### src/rtl/npu_act_mem_wr_arbiter_pkg.sv
// Shared constants and helpers for the activation-RAM write arbiter slice.
// Holds the NPU-wide sizing defaults and the saturating write-counter type.
package npu_act_mem_wr_arbiter_pkg;

    localparam int LOG2_ACT_ADDR_WIDTH = 8;
    localparam int NPU_NUM_NEURONS     = 8;
    localparam int ACT_DATA_WIDTH      = 8;
    localparam int NPU_ACT_DEPTH       = 1 << LOG2_ACT_ADDR_WIDTH;
    localparam int WR_CNT_WIDTH        = 16;

    typedef logic [WR_CNT_WIDTH-1:0] wr_cnt_t;

    localparam wr_cnt_t WR_CNT_MAX = '1;

    // Counter sticks at all-ones rather than wrapping back to zero.
    function automatic wr_cnt_t wr_cnt_sat_inc(input wr_cnt_t cnt);
        return (cnt == WR_CNT_MAX) ? cnt : cnt + wr_cnt_t'(1);
    endfunction

endpackage

### src/rtl/npu_rr_arbiter.sv
// Round-robin picker: first eligible requester at or after the pointer, wrapping.
// Purely combinational; the caller owns the pointer register.
module npu_rr_arbiter #(
    parameter int NUM_REQ = 8
) (
    input  logic [NUM_REQ-1:0]         eligible,
    input  logic [$clog2(NUM_REQ)-1:0] ptr,
    output logic [NUM_REQ-1:0]         grant_oh,
    output logic                       grant_valid,
    output logic [$clog2(NUM_REQ)-1:0] grant_idx
);

    localparam int IDX_W = $clog2(NUM_REQ);

    int k;

    always_comb begin
        grant_valid = 1'b0;
        grant_idx   = '0;
        k           = 0;
        // Walk from the farthest offset inward so the closest eligible index is the last written.
        for (int i = NUM_REQ - 1; i >= 0; i--) begin
            k = int'(ptr) + i;
            if (k >= NUM_REQ) begin
                k = k - NUM_REQ;
            end
            if (eligible[IDX_W'(k)]) begin
                grant_valid = 1'b1;
                grant_idx   = IDX_W'(k);
            end
        end
    end

    for (genvar gi = 0; gi < NUM_REQ; gi++) begin : g_onehot
        assign grant_oh[gi] = grant_valid && (grant_idx == IDX_W'(gi));
    end

endmodule

### src/rtl/npu_act_mem_wr_arbiter.sv
// Collects held neuron write requests, grants one per cycle round-robin, drives the
// activation-RAM write port and returns a one-cycle ack to the served neuron.
module npu_act_mem_wr_arbiter
    import npu_act_mem_wr_arbiter_pkg::*;
#(
    parameter int NUM_NEURONS = NPU_NUM_NEURONS,
    parameter int ADDR_WIDTH  = LOG2_ACT_ADDR_WIDTH,
    parameter int DATA_WIDTH  = ACT_DATA_WIDTH,
    parameter int ACT_DEPTH   = 1 << ADDR_WIDTH
) (
    input  logic                              clk,
    input  logic                              rst,
    input  logic [NUM_NEURONS-1:0]            req_wr,
    input  logic [NUM_NEURONS*ADDR_WIDTH-1:0] req_addr,
    input  logic [NUM_NEURONS*DATA_WIDTH-1:0] req_data,
    output logic [NUM_NEURONS-1:0]            req_ack_p,
    input  logic                              mem_stall,
    output logic                              mem_we,
    output logic [ADDR_WIDTH-1:0]             mem_addr,
    output logic [DATA_WIDTH-1:0]             mem_wdata,
    input  logic                              clr_p,
    output logic [WR_CNT_WIDTH-1:0]           wr_cnt,
    output logic                              addr_err
);

    localparam int IDX_W = $clog2(NUM_NEURONS);
    localparam logic [ADDR_WIDTH:0] DEPTH_LIM = (ADDR_WIDTH + 1)'(ACT_DEPTH);
    localparam logic [IDX_W-1:0]    LAST_IDX  = IDX_W'(NUM_NEURONS - 1);

    logic [ADDR_WIDTH-1:0]  addr_arr [NUM_NEURONS];
    logic [DATA_WIDTH-1:0]  data_arr [NUM_NEURONS];
    logic [NUM_NEURONS-1:0] addr_ok;

    for (genvar gi = 0; gi < NUM_NEURONS; gi++) begin : g_unpack
        assign addr_arr[gi] = req_addr[gi*ADDR_WIDTH +: ADDR_WIDTH];
        assign data_arr[gi] = req_data[gi*DATA_WIDTH +: DATA_WIDTH];
        assign addr_ok[gi]  = ({1'b0, addr_arr[gi]} < DEPTH_LIM);
    end

    logic [NUM_NEURONS-1:0] ack_reg, ack_next;
    logic                   we_reg, we_next;
    logic [ADDR_WIDTH-1:0]  addr_reg, addr_next;
    logic [DATA_WIDTH-1:0]  wdata_reg, wdata_next;
    logic [IDX_W-1:0]       ptr_reg, ptr_next;
    wr_cnt_t                cnt_reg, cnt_next;
    logic                   err_reg, err_next;

    // A neuron sitting in its ack cycle still holds req_wr high; masking it avoids a double grant.
    logic [NUM_NEURONS-1:0] eligible;
    logic [NUM_NEURONS-1:0] grant_oh;
    logic                   grant_valid;
    logic [IDX_W-1:0]       grant_idx;

    assign eligible = req_wr & ~ack_reg;

    npu_rr_arbiter #(
        .NUM_REQ (NUM_NEURONS)
    ) u_rr_arbiter (
        .eligible    (eligible),
        .ptr         (ptr_reg),
        .grant_oh    (grant_oh),
        .grant_valid (grant_valid),
        .grant_idx   (grant_idx)
    );

    logic fire;
    logic commit;
    logic bad_addr;

    assign fire     = grant_valid & ~mem_stall;
    assign commit   = fire &  addr_ok[grant_idx];
    assign bad_addr = fire & ~addr_ok[grant_idx];

    always_comb begin
        ack_next   = fire ? grant_oh : '0;
        we_next    = commit;
        addr_next  = addr_reg;
        wdata_next = wdata_reg;
        ptr_next   = ptr_reg;
        if (fire) begin
            addr_next  = addr_arr[grant_idx];
            wdata_next = data_arr[grant_idx];
            ptr_next   = (grant_idx == LAST_IDX) ? '0 : grant_idx + IDX_W'(1);
        end
        // Layer clear dominates a write or error landing on the same edge.
        if (clr_p) begin
            cnt_next = '0;
            err_next = 1'b0;
        end else begin
            cnt_next = commit ? wr_cnt_sat_inc(cnt_reg) : cnt_reg;
            err_next = err_reg | bad_addr;
        end
    end

    always_ff @(posedge clk or negedge rst) begin
        if (!rst) begin
            ack_reg   <= '0;
            we_reg    <= 1'b0;
            addr_reg  <= '0;
            wdata_reg <= '0;
            ptr_reg   <= '0;
            cnt_reg   <= '0;
            err_reg   <= 1'b0;
        end else begin
            ack_reg   <= ack_next;
            we_reg    <= we_next;
            addr_reg  <= addr_next;
            wdata_reg <= wdata_next;
            ptr_reg   <= ptr_next;
            cnt_reg   <= cnt_next;
            err_reg   <= err_next;
        end
    end

    assign req_ack_p = ack_reg;
    assign mem_we    = we_reg;
    assign mem_addr  = addr_reg;
    assign mem_wdata = wdata_reg;
    assign wr_cnt    = cnt_reg;
    assign addr_err  = err_reg;

endmodule

### config.mk
export PLATFORM = sky130hd
export DESIGN_NAME = npu_act_mem_wr_arbiter
export DESIGN_NICKNAME = d
export VERILOG_FILES = /design/src/rtl/npu_act_mem_wr_arbiter_pkg.sv /design/src/rtl/npu_rr_arbiter.sv /design/src/rtl/npu_act_mem_wr_arbiter.sv
export SDC_FILE = /design/constraint.sdc
export NUM_CORES = 1
export LEC_CHECK = 0
export ABC_CLOCK_PERIOD_IN_PS = 7850
export CELL_PAD_IN_SITES_DETAIL_PLACEMENT = 1
export CELL_PAD_IN_SITES_GLOBAL_PLACEMENT = 1
export CORE_AREA = 2 2 111 113
export CTS_CLUSTER_DIAMETER = 200
export CTS_CLUSTER_SIZE = 20
export DETAILED_ROUTE_END_ITERATION = 6
export DIE_AREA = 0 0 113 115
export PLACE_DENSITY = 0.89
export RECOVER_POWER = 100
export REMOVE_ABC_BUFFERS = 1
export SLEW_MARGIN = 20
export SYNTH_ARGS = -nofsm -noshare
export SYNTH_HDL_FRONTEND = slang
export SYNTH_SLANG_ARGS = --single-unit
### constraint.sdc
create_clock -name clk -period 7.85 [get_ports clk]
set_input_delay 1.57 -clock clk [delete_from_list [all_inputs] [get_ports clk]]
set_output_delay 1.57 -clock clk [all_outputs]
set_load 0.01 [all_outputs]
== Yosys cells after proc, flatten, opt, wreduce, memory -nomap -nowiden ==
Memories as Yosys holds them, arrays and structs flattened.
Cells that the tools add are included.
Operators by class
  add/sub/neg operators: 17
  magnitude comparators: 18
  equal/unequal tests: 9
  multiplexer cells: 61
  bitwise logic cells: 9
  reduce and logical (&&, ||, !) cells: 11
Operators by type and width (number)
  $mux W3: 17
  $bmux W8 S3: 2
  $mux W16: 3
  $lt A3 B5 Y1 const B: 8
  $mux W8: 5
  $ge A4 B4 Y1 const B: 8
  $mux W1: 26
  $bmux W1 S3: 8
  $sub A3 B1 Y3 const B: 8
  $add A16 B1 Y16 const B: 1
  $add A3 B3 Y4 const B: 4
  $eq A16 B16 Y1 const B: 1
  $eq A3 B3 Y1 const B: 4
  $add A3 B2 Y4 const B: 2
  $and A8 B8 Y8: 1
  $logic_and A1 B1 Y1: 8
  $not A8 Y8: 1
  $eq A3 B2 Y1 const B: 2
  $add A3 B1 Y4 const B: 1
  $ge A3 B4 Y1 const B: 1
  $lt A3 B4 Y1 const B: 1
  $not A3 Y4: 1
  $add A3 B1 Y3 const B: 1
  $and A1 B1 Y1: 3
  7 further kinds: 8
Storage, ports and cells
  bits in registers: 45
  memory bits (read-only): 8
  input bits: 140
  output and inout bits: 42
  logic and storage cells: 133
  memories kept: 1
Memory list
  (no name shown): depth 8, width 1, rd ports 1, clocked after Yosys merged registers in 0, write ports 0, line npu_act_mem_wr_arbiter.sv:72  | assign bad_addr = fire & ~addr_ok[grant_idx];

== Depth between registers and ports, before layout ==
Gate-level depths: netlist of the first run.
  depth after elaboration: 20
  mapped depth: 17
  mapped depth without buffers: 13

== Modules after synthesis ==
From an unflattened synthesis of the first run, not the netlist that was laid out.
Second synthesis, totals
  cell total of the unflattened synthesis: 373
  area total of the unflattened synthesis: 3867.5 um2
By module, submodules not included
  npu_act_mem_wr_arbiter: times used 1, cells each 248, area each 2849.0 um2, seq. area each 1101.1 um2
  npu_rr_arbiter: times used 1, cells each 125, area each 1018.5 um2, seq. area each 0.0 um2

== Worst setup path after synthesis of the first run ==
Ideal clock, no wire load.
  kind: input port to flip-flop
  from: in req_wr[7]
  to: reg ptr_reg[2]
  setup time: 0.140 ns
  arrival: 4.327 ns
  data required time: 7.710 ns
  setup slack: 3.384 ns
  cell stages on the path: 12
  buffers on the path: 1
  cells stage by stage: and4b_1 or4_4 or4_1 a211oi_1 o22ai_1 a31oi_4 buf_2 inv_1 ha_1 ha_1 nand2_1 o21ai_0
Between the ends
  word-level cells in the longest chain between the ends: 14
RTL lines
  from (decl): line npu_act_mem_wr_arbiter.sv:13  | input logic [NUM_NEURONS-1:0] req_wr,
  $and A8 B8 Y8 (*): line npu_act_mem_wr_arbiter.sv:54  | assign eligible = req_wr & ~ack_reg;
  $bmux W1 S3: line npu_rr_arbiter.sv:27  | if (eligible[IDX_W'(k)]) begin
  $mux W1 (implied by the code) (2 in series): line npu_rr_arbiter.sv:27
  $mux W3 (8 in series): line npu_rr_arbiter.sv:27
  $add A3 B1 Y3 or $eq A3 B3 Y1 (tied branches): line npu_act_mem_wr_arbiter.sv:83  | ptr_next = (grant_idx == LAST_IDX) ? '0 : grant_idx + IDX_W'(1);
  $mux W3: line npu_act_mem_wr_arbiter.sv:83
  to (signal assigned): line npu_act_mem_wr_arbiter.sv:109  | ptr_reg <= ptr_next;
  to (decl): line npu_act_mem_wr_arbiter.sv:44  | logic [IDX_W-1:0] ptr_reg, ptr_next;
Every way passes the cells marked *; elsewhere a longest branch is shown, timed or not. The select of a mux whose other input is x is not followed.
A chain may end at the register's enable or synchronous reset.

== Worst setup path after layout of the first run ==
  from: in req_wr[7]
  to: reg ptr_reg[0]
The elaborated chain is that of the path after synthesis.

==> results of run 1 <==
## cell families after synthesis
| logic type | Yosys count | synth area share [%] |
|---|---|---|
| DFF | 44 | 27.9 |
| adders and majority gates | 5 | 1.59 |
| buffers and inverters | 36 | 4.89 |
| and+or+nand+nor | 146 | 19.6 |
| xor gates and xnor gates | 16 | 3.56 |
| muxes | 61 | 29.8 |
| AOI/OAI and AO/OA | 59 | 12.5 |
| other | 1 | 0.0951 |
## tightest hold or removal path: cells and delay by family, from the launching register on
| kind | cells | cell delay (ns) |
|---|---|---|
| flip-flops | 1 | 0.34 |
| AND/OR/NAND/NOR | 2 | 0.10 |
## cell type report
class / count / area share, %
sequential: 44 / 18.6
tap: 147 / 3.10
multi-input combinational: 288 / 44.0
clock buffer: 7 / 2.41
antenna: 1 / 0.0422
timing repair buffer: 184 / 31.1
clock inverter: 1 / 0.127
inverter: 11 / 0.696
## through the flow
stage | setup slack [ns] | std cells | util [%] | power, mW
floorplan | 1.60 | 343 | - | 2.03
global placement | 2.21 | 673 | 49.1 | 2.56
detailed placement | 2.26 | 674 | 49.4 | 2.71
CTS | 2.54 | 682 | 50.6 | 2.94
global route | 1.24 | 683 | 50.2 | 3.06
finish | 1.49 | 683 | 50.2 | 2.85
## power by group through the flow
| stage | Sequential [mW] | Combinational (mW) | Clock [mW] |
|---|---|---|---|
| detailed placement | 0.364 | 2.35 | 0 |
| global route | 0.367 | 2.47 | 0.227 |
| global placement | 0.359 | 2.20 | 0 |
| CTS | 0.360 | 2.36 | 0.217 |
| floorplan | 0.384 | 1.65 | 0 |
| finish | 0.357 | 2.28 | 0.214 |
## worst paths after layout
path,startpoint,endpoint,slack (ns),cells after the start
worst max-delay path,req_wr[7],ptr_reg[0],1.49,11
worst min register to register,mem_addr[0],mem_addr[0],0.47,2
min in group asynchronous,rst,wr_cnt[13],2.00,1
worst min-delay path,mem_addr[0],mem_addr[0],0.47,2
max in group asynchronous,rst,mem_addr[6],4.49,1
worst max register to register,ptr_reg[1],ptr_reg[0],2.25,12
## synthesized netlist by cell type, drive strengths merged, types with 3 or more instances
cell type  count  share of area [%]
clkbuf         5               0.51
nor2          28                2.7
a31oi          3               0.86
xor2          12                2.7
nand2b        10                1.6
and2           9                1.4
o21ai         11                1.5
nand2         47                4.5
xnor2          4               0.89
nor4           3               0.63
o31ai          3               0.57
a21oi          3               0.38
a211oi         3               0.70
buf           20                3.3
nand3         10                1.3
a22oi         18                4.6
and3           3               0.48
nor2b         11                1.7
inv           11                1.0
mux2i         15                3.8
nor3           3               0.38
nor4bb         5                1.3
mux4          45                 26
and4           4               0.95
ha             5                1.6
dfrtp         44                 28
## routing by layer
metal,track usage (%),up-vias
met5,0,-
met4,13.3,0
met3,5.59,50
met2,46.1,153
met1,24.0,1980
li1,-,1738
==> summary.txt, run 1 <==
Run status
  • Status: finished with violations
  • Violated checks: max-capacitance violations, max-slew violations

Global routing
  • Pin count of the biggest net entering global routing: 45
  • Overflow after GRT: 0
  • Initial antenna violation count: 1
  • Number of global-route vias before repair: 4442
  • First-pass GRT wire length: 24000 um
  • All-Layer GR Usage: 24.1%

Power and ir drop
  • Max IR drop VDD: 308 uV
  • Clock power frac: 7.5%
  • Logic pwr share: 80.0%
  • Internal Pwr Total: 1.57 mW
  • Switching power: 1.28 mW
  • P_leak: 2.44 nW
  • Sequential cell fraction of total power: 12.5%
  • Switching part of the total: 44.9%
  • Power per cell area: 481 nW/um2

Timing
  • F_max: 157 MHz
  • Final setup viols: 0
  • Period utilization: 81.0%
  • Slew Viols, Final: 61
  • Final setup skew: 0.00457 ns
  • Setup tns final: 0 ns
  • Worst-margin pin slew: 2.38 ns
  • Fin. Hold Viols: 0
  • Setup repair after global routing missed its margin: false
  • Slew HR: -58.8%
  • Worst hold margin: 0.467 ns
  • Crit path time final: 6.36 ns

Layout
  • Commonest non-fill, non-tap cells in the layout: clkdlybuf4s50_1, nand2_1, mux4_2
  • Number of flip-flops under the largest register name: 16
  • Post-route cell area: 5930 um2
  • Layout fillers: 1277
  • Nets@finish: 679
  • Register area: 1100 um2
  • Multi-input gate area: 2610 um2
  • Most common cell after layout, fill and taps aside: clkdlybuf4s50_1
  • Layout cell share with drive strength beyond 1: 12.7%
  • Area Overhead vs Synth: 50.5%

Floorplan
  • Num rows: 40
  • Die area: 13000 um2
  • Chip Width: 113 um
  • Initial Util: 33.4%
  • Core area: 11800 um2
  • Io pins: 182
  • DIE HEIGHT: 115 um

Critical path
  • Biggest cell delay along the critical path: 1.58 ns
  • Crit start category: input port
  • Setup CP Type: input port to flip-flop
  • CP Cell Sequence: dlygate4sd3_1 -> and4b_1 -> or4_1 -> or4_1 -> a211oi_1 -> o22ai_1 -> a31oi_1 -> inv_1 -> ha_1 -> ha_1 -> o31ai_1
  • CP Capture Type: flip-flop
  • Crit Path Max Fanout: 16
  • WP buf/inv: 2
  • Top delay family on crit path: compound AO/OA/AOI/OAI gates
  • CP max-delay cell: a31oi_1
  • WP data required: 8.03 ns
  • Crit path arrival time: 6.53 ns

Logic synthesis
  • Synth Warn #: 0
  • Post-synth EDFFs: 0
  • FF+latch count, synth: 44
  • Top_reg_cell synth: dfrtp_1
  • Asr flop ratio synth: 100%
  • Register area share after synthesis: 27.9%
  • Yosys cell types: 59
  • Syn Inst Count: 368
  • Synthesized area per cell: 10.7 um2
  • Syn Std Cell Area: 3940 um2

Route
  • DRT iter0 DRCs: 143
  • Top layer in use: met4
  • Routed length on met1: 5100 um
  • Vias per Instance: 5.74
  • WL met3: 823 um
  • Drt pass-1 iters: 4
  • Post-route ant nets: 0
  • DRC violations left: 0
  • Routed WL: 15200 um
  • Met2 WL post-DR: 8430 um
  • Routed len/inst: 22.2 um
  • Via count: 3921

Clock network
  • Clock Tree Buf Depth: 2
  • CTS clk-pin slew, worst paths: 0.06 ns
  • Latest clock arrival within the worst-skew pair: 0.29 ns
  • Resize count post-CTS: 0
  • Clk sinks: 44
  • CTS hold repair buffers: 0
  • CTS tree: done
  • Root Driver: clkbuf_16
  • Inserted Clock Buffers: 5
  • Post-CTS Setup Inserts: 0
  • H-tree depth: 2

Placement
  • Placed cell areas: 5830 um2
  • I/O Buffers: 180
  • Post-detail-place hpwl: 12500 um
  • Gp weighted congestion: 0.840

Job
  • MaxCap Viol Count: 3

Hold path
  • Hold crit path type: flip-flop to flip-flop
(Power assumes the default switching activity.)
==> run 2, diff against run 1 <==
Settings changed: ABC_CLOCK_PERIOD_IN_PS 7850 to 6200, CORE_AREA 2 2 111 113 to 2 2 116 118, DIE_AREA 0 0 113 115 to 0 0 118 120, PLACE_DENSITY 0.89 to 0.82.
Clock period 7.85 ns to 6.2 ns, I/O delays scaled along.
==> summary.txt, run 2 (synthesis results as in run 1) <==
Placement
  • Gp weighted congestion: 0.911 (+8.4%)
  • I/O Buffers: 180 (unchanged)
  • Post-detail-place hpwl: 11800 um (-5.8%)
  • Placed Cells incl. Taps: 704 (+4.5%)

Route
  • Post-route ant nets: 0 (unchanged)
  • Via count: 3882 (-0.99%)
  • Drt pass-1 iters: 4 (unchanged)
  • DRC violations left: 0 (unchanged)
  • Routed WL: 14400 um (-4.9%)
  • Routed len/inst: 20.2 um (-8.9%)
  • Vias per Instance: 5.44 (-5.2%)
  • DRT iter0 DRCs: 152 (+6.3%)

Floorplan
  • Core area: 13000 um2 (+9.9%)
  • Io pins: 182 (unchanged)
  • DIE HEIGHT: 120 um (+4.3%)
  • Num rows: 42 (+5.0%)
  • Die area: 14200 um2 (+9.0%)
  • Chip Width: 118 um (+4.4%)
  • Initial Util: 30.4% (-3.0 points)

Critical path
  • Crit path arrival time: 5.50 ns (-1.03 ns)
  • Crit Path Max Fanout: 22 (+6)
  • WP data required: 6.37 ns (-1.66 ns)
  • Crit start category: input port
  • CP startpoint: req_wr[5]
  • CP Capture Type: flip-flop
  • FF-to-FF Start: ptr_reg[1]
  • Setup CP Type: input port to flip-flop

Power and ir drop
  • Switching part of the total: 45.0% (+0.12 points)
  • Sequential cell fraction of total power: 12.7% (+0.2 points)
  • Clock power frac: 8.6% (+1.1 points)
  • P_leak: 2.45 nW (+0.43%)
  • Power per cell area: 598 nW/um2 (+24%)
  • Logic pwr share: 78.7% (-1.3 points)
  • Switching power: 1.62 mW (+26%)
  • Max IR drop VDD: 461 uV (+50%)
  • Internal Pwr Total: 1.98 mW (+26%)

Timing
  • Worst-margin pin slew: 2.41 ns (+0.0278 ns)
  • Setup repair after global routing missed its margin: false
  • Slew Viols, Final: 45 (-26%)
  • Setup tns final: 0 ns (unchanged)
  • Final setup viols: 0 (unchanged)
  • Slew HR: -60.7% (-1.9 points)
  • Period utilization: 85.9%
  • Final setup skew: 0.00502 ns (+0.000454 ns)
  • Fin. Hold Viols: 0 (unchanged)
  • Crit path time final: 5.33 ns
  • F_max: 188 MHz

Run status
  • Violated checks: max-capacitance violations, max-slew violations
  • Status: finished with violations

Hold path
  • Hold crit path type: flip-flop to flip-flop
  • Worst hold start: mem_addr[5]

Layout
  • Most common cell after layout, fill and taps aside: clkdlybuf4s50_1
  • Commonest non-fill, non-tap cells in the layout: clkdlybuf4s50_1, nand2_1, mux4_2
  • Area Overhead vs Synth: 52.5%
  • Nets@finish: 680 (+0.15%)
  • Layout Cells excl Fill: 713 (+4.4%)
  • Layout cell share with drive strength beyond 1: 13.8% (+1.1 points)
  • Number of flip-flops under the largest register name: 16 (unchanged)
  • Layout fillers: 1445 (+13%)

Clock network
  • H-tree depth: 2 (unchanged)
  • Clock Tree Buf Depth: 2 (unchanged)
  • Inserted Clock Buffers: 5 (unchanged)
  • CTS tree: done
  • CTS clk-pin slew, worst paths: 0.06 ns (about the same)
  • Resize count post-CTS: 0 (unchanged)
  • Post-CTS Setup Inserts: 0 (unchanged)
  • CTS hold repair buffers: 0 (unchanged)
  • Root Driver: clkbuf_16
  • Latest clock arrival within the worst-skew pair: 0.29 ns (about the same)
  • Clk sinks: 44 (unchanged)

Global routing
  • First-pass GRT wire length: 23500 um (-2.4%)
  • Number of global-route vias before repair: 4394 (-1.1%)
  • Initial antenna violation count: 1 (unchanged)
  • Pin count of the biggest net entering global routing: 45 (unchanged)
  • All-Layer GR Usage: 21.1% (-3.0 points)
  • Overflow after GRT: 0 (unchanged)

Job
  • MaxCap Viol Count: 1 (-2)
[run 2: cell types whose count changed in the layout (fill, tap and decap cells not counted), sizes merged]
cell    delta
bufinv     +1
buf        +1
inv        +1
clkbuf     -2
[run 2: stage by stage]
stage	hold slack (ns)	utilization [%]	worst slack (ns)	total power, mW	area [um2]
CTS	0.482	46.4	1.23	3.67	6020
floorplan	0.507	-	-0.0478	2.56	3790
detailed placement	0.465	45.1	0.946	3.34	5850
finish	0.472	46.3	0.874	3.59	6010
global placement	0.452	45.1	1.12	3.22	5850
global route	0.493	46.3	0.542	3.88	6010
[run 2: metal layers]
metal | global-route usage [%] | vias to the layer above | wire, um
li1 | - | 1738 | -
met1 | 23.2 | 1960 | 5200
met2 | 39.7 | 162 | 7980
met3 | 4.56 | 22 | 918
met4 | 7.68 | 0 | 342
met5 | 0 | - | 0
[run 2: worst paths after layout]
check	end	slack (ns)	cells past startpoint
worst max-delay path	mem_wdata[1]	0.87	11
min in group asynchronous	mem_addr[4]	1.68	1
max in group asynchronous	wr_cnt[12]	3.14	1
worst min-delay path	mem_addr[5]	0.47	2
worst max register to register	req_ack_p[1]	0.99	12
worst min register to register	mem_addr[5]	0.47	2
[run 2: area by class of cell]
cell class | count | area [um2] | area share, %
Antenna cell | 1 | 2.50 | 0.0416
Clock buffer | 5 | 125 | 2.08
Clock inverter | 3 | 46.3 | 0.770
Inverter | 11 | 41.3 | 0.687
Multi-Input combinational cell | 288 | 2650 | 44.0
Sequential cell | 44 | 1100 | 18.3
Tap cell | 176 | 220 | 3.66
Timing Repair Buffer | 185 | 1830 | 30.4
[run 2: worst max-delay path, cell delays in order]
cell	delay (ns)
dlygate4sd3_1	0.59
nor4bb_1	0.17
or4_1	0.66
or4_1	0.58
a2111o_1	0.45
o21ai_0	0.15
buf_4	0.30
inv_1	0.18
and2_0	0.67
a22oi_1	0.41
nand2_1	0.08
[run 2: power by group through the flow]
stage | sequential, mW | combinational (mW) | clock [mW]
after CTS | 0.457 | 2.90 | 0.319
after global placement | 0.455 | 2.77 | 0
final | 0.455 | 2.83 | 0.309
after global routing | 0.466 | 3.09 | 0.328
after floorplan | 0.487 | 2.08 | 0
after detailed placement | 0.461 | 2.88 | 0
==> run 3, diff against run 2 <==
Settings changed: RECOVER_POWER 100 to 25.
==> summary.txt, run 3 (synthesis results as in run 1) <==
Run status
  • Status: finished with violations
  • Violated checks: max-capacitance violations, max-slew violations

Critical path
  • Crit path arrival time: 5.18 ns (-0.32 ns)
  • WP data required: 6.37 ns (about the same)
  • Crit Path Max Fanout: 21 (-4.5%)
  • Crit start category: input port
  • Worst r2r dst: req_ack_p[1]
  • CP max-delay cell: or4_4
  • Reg2Reg Depth: 12 (unchanged)
  • FF-to-FF Start: ptr_reg[1]
  • CP Cell Sequence: clkdlybuf4s50_1 -> nor4bb_1 -> or4_4 -> or4_1 -> a211oi_1 -> o22ai_1 -> a31oi_4 -> buf_4 -> mux4_2 -> a22oi_2 -> nand2_1
  • WP buf/inv: 2 (-1)
  • R2R setup slack: 1.46 ns (+0.47 ns)
  • CP Capture Type: flip-flop
  • Biggest cell delay along the critical path: 0.61 ns (-0.06 ns)
  • Setup CP Type: input port to flip-flop
  • Top delay family on crit path: simple AND/OR/NAND/NOR gates

Timing
  • F_max: 200 MHz (+6.3%)
  • Final setup skew: 0.00496 ns (-0.0000647 ns)
  • Fin. Hold Viols: 0 (unchanged)
  • Crit path time final: 5.01 ns (-0.316 ns)
  • Final setup viols: 0 (unchanged)
  • Setup repair after global routing missed its margin: false
  • Slew HR: -59.9% (+0.80 points)
  • Slew Viols, Final: 45 (unchanged)
  • Period utilization: 80.8% (-5.1 points)
  • Worst hold margin: 0.478 ns (+0.00604 ns)
  • Worst-margin pin slew: 2.40 ns (-0.0119 ns)

Clock network
  • Clock Tree Buf Depth: 2 (unchanged)
  • H-tree depth: 2 (unchanged)
  • Inserted Clock Buffers: 5 (unchanged)
  • Post-CTS Setup Inserts: 0 (unchanged)
  • CTS hold repair buffers: 0 (unchanged)
  • CTS tree: done
  • Root Driver: clkbuf_16
  • Resize count post-CTS: 0 (unchanged)
  • Clk sinks: 44 (unchanged)
  • CTS clk-pin slew, worst paths: 0.06 ns (about the same)
  • Latest clock arrival within the worst-skew pair: 0.29 ns (about the same)

Global routing
  • First-pass GRT wire length: 23500 um (unchanged)
  • Overflow after GRT: 0 (unchanged)
  • Pin count of the biggest net entering global routing: 45 (unchanged)
  • Initial antenna violation count: 1 (unchanged)
  • Number of global-route vias before repair: 4394 (unchanged)
  • All-Layer GR Usage: 21.1% (unchanged)

Placement
  • I/O Buffers: 180 (unchanged)
  • Gp weighted congestion: 0.911 (unchanged)
  • Placed cell areas: 5850 um2 (unchanged)
  • Placed Cells incl. Taps: 704 (unchanged)
  • Post-detail-place hpwl: 11800 um (unchanged)

Layout
  • Layout Cells excl Fill: 713 (unchanged)
  • Number of flip-flops under the largest register name: 16 (unchanged)
  • Layout fillers: 1444 (-0.069%)
  • Nets@finish: 680 (unchanged)
  • Most common cell after layout, fill and taps aside: clkdlybuf4s50_1
  • Area Overhead vs Synth: 52.9%
  • Fin util: 46.4% (+0.11 points)
  • Commonest non-fill, non-tap cells in the layout: clkdlybuf4s50_1, nand2_1, mux4_2
  • Post-route cell area: 6020 um2 (+0.23%)
  • Layout cell share with drive strength beyond 1: 14.9% (+1.1 points)

Power and ir drop
  • Internal Pwr Total: 2.01 mW (+1.6%)
  • P_leak: 2.36 nW (-3.8%)
  • Max IR drop VDD: 464 uV (+0.66%)
  • Logic pwr share: 78.8% (about the same)
  • Switching part of the total: 44.7% (-0.26 points)
  • Design Power: 3.63 mW (+1.1%)
  • Clock power frac: 8.5% (about the same)
  • Switching power: 1.62 mW (+0.48%)
  • Power per cell area: 603 nW/um2 (+0.84%)
  • Sequential cell fraction of total power: 12.6% (about the same)

Route
  • Drt pass-1 iters: 4 (unchanged)
  • Via count: 3877 (-0.13%)
  • DRT iter0 DRCs: 161 (+5.9%)
  • Post-route ant nets: 0 (unchanged)
  • Routed len/inst: 20.3 um (+0.10%)
  • Vias per Instance: 5.44 (-0.13%)
  • DRC violations left: 0 (unchanged)
  • Routed WL: 14500 um (+0.10%)

Floorplan
  • DIE HEIGHT: 120 um (unchanged)
  • Die area: 14200 um2 (unchanged)
  • Core area: 13000 um2 (unchanged)
  • Num rows: 42 (unchanged)
  • Initial Util: 30.4% (unchanged)
  • Chip Width: 118 um (unchanged)
  • Io pins: 182 (unchanged)

Hold path
  • WHS Endpoint: mem_addr[5]
  • Hold crit path type: flip-flop to flip-flop
  • Worst hold path depth: 2 (unchanged)
  • Worst hold start: mem_addr[5]

Job
  • MaxCap Viol Count: 1 (unchanged)
## run 3: changes by cell type in the layout (fill, tap and decap cells not counted), moves of 2 or more
cell | before | now
and2_0 | 3 | 0
and2_1 | 6 | 9
clkdlybuf4s50_1 | 137 | 179
dlygate4sd3_1 | 42 | 0
inv_1 | 10 | 8
inv_2 | 1 | 3
## run 3: layout make-up
class | count | area [um2] | share of cell area, %
sequential | 44 | 1100 | 18.3
timing repair buffer | 185 | 1830 | 30.4
tap | 176 | 220 | 3.66
inverter | 11 | 41.3 | 0.685
clock buffer | 5 | 125 | 2.08
clock inverter | 3 | 46.3 | 0.768
antenna | 1 | 2.50 | 0.0415
multi-input combinational | 288 | 2660 | 44.1
## run 3: power by group through the flow
stage / logic [mW] / clock network [mW] / registers (mW)
2_1_floorplan: 2.08 / 0 / 0.487
3_3_place_gp: 2.77 / 0 / 0.455
3_5_place_dp: 2.88 / 0 / 0.461
4_1_cts: 2.90 / 0.319 / 0.457
5_1_grt: 3.13 / 0.328 / 0.469
6_report: 2.86 / 0.309 / 0.459
## run 3: worst reg2reg max path, stage by stage, from the launching register on
cell	delay (ns)
dfrtp_1	0.78
inv_1	0.25
ha_1	0.45
inv_2	0.24
mux4_2	0.60
a2111oi_0	0.44
a31oi_1	0.09
o211ai_1	0.22
o221ai_1	0.29
nor2_1	0.73
buf_4	0.34
nand2_1	0.12
nor2_1	0.13
## run 3: worst max path at each step
stage,from,to,cells after the start
after CTS,req_wr[5],mem_addr[0],11
after global placement,req_wr[7],mem_wdata[6],11
after detailed placement,req_wr[5],mem_addr[0],11
after floorplan,ptr_reg[0],mem_addr[0],11
after global routing,req_wr[5],mem_wdata[1],11
final,req_wr[5],mem_addr[0],11
## run 3: metrics by stage
stage / TNS, ns / worst slack [ns]
floorplan: -0.694 / -0.0478
global placement: 0 / 1.12
detailed placement: 0 / 0.946
CTS: 0 / 1.23
global route: 0 / 0.999
finish: 0 / 1.19
## run 3: per-layer routing
layer / share of wire, % / wire length, um / track usage [%]
met5: 0 / 0 / 0
met4: 2.4 / 348 / 7.68
met3: 6.0 / 863 / 4.56
met1: 36 / 5250 / 23.2
met2: 55 / 7990 / 39.7
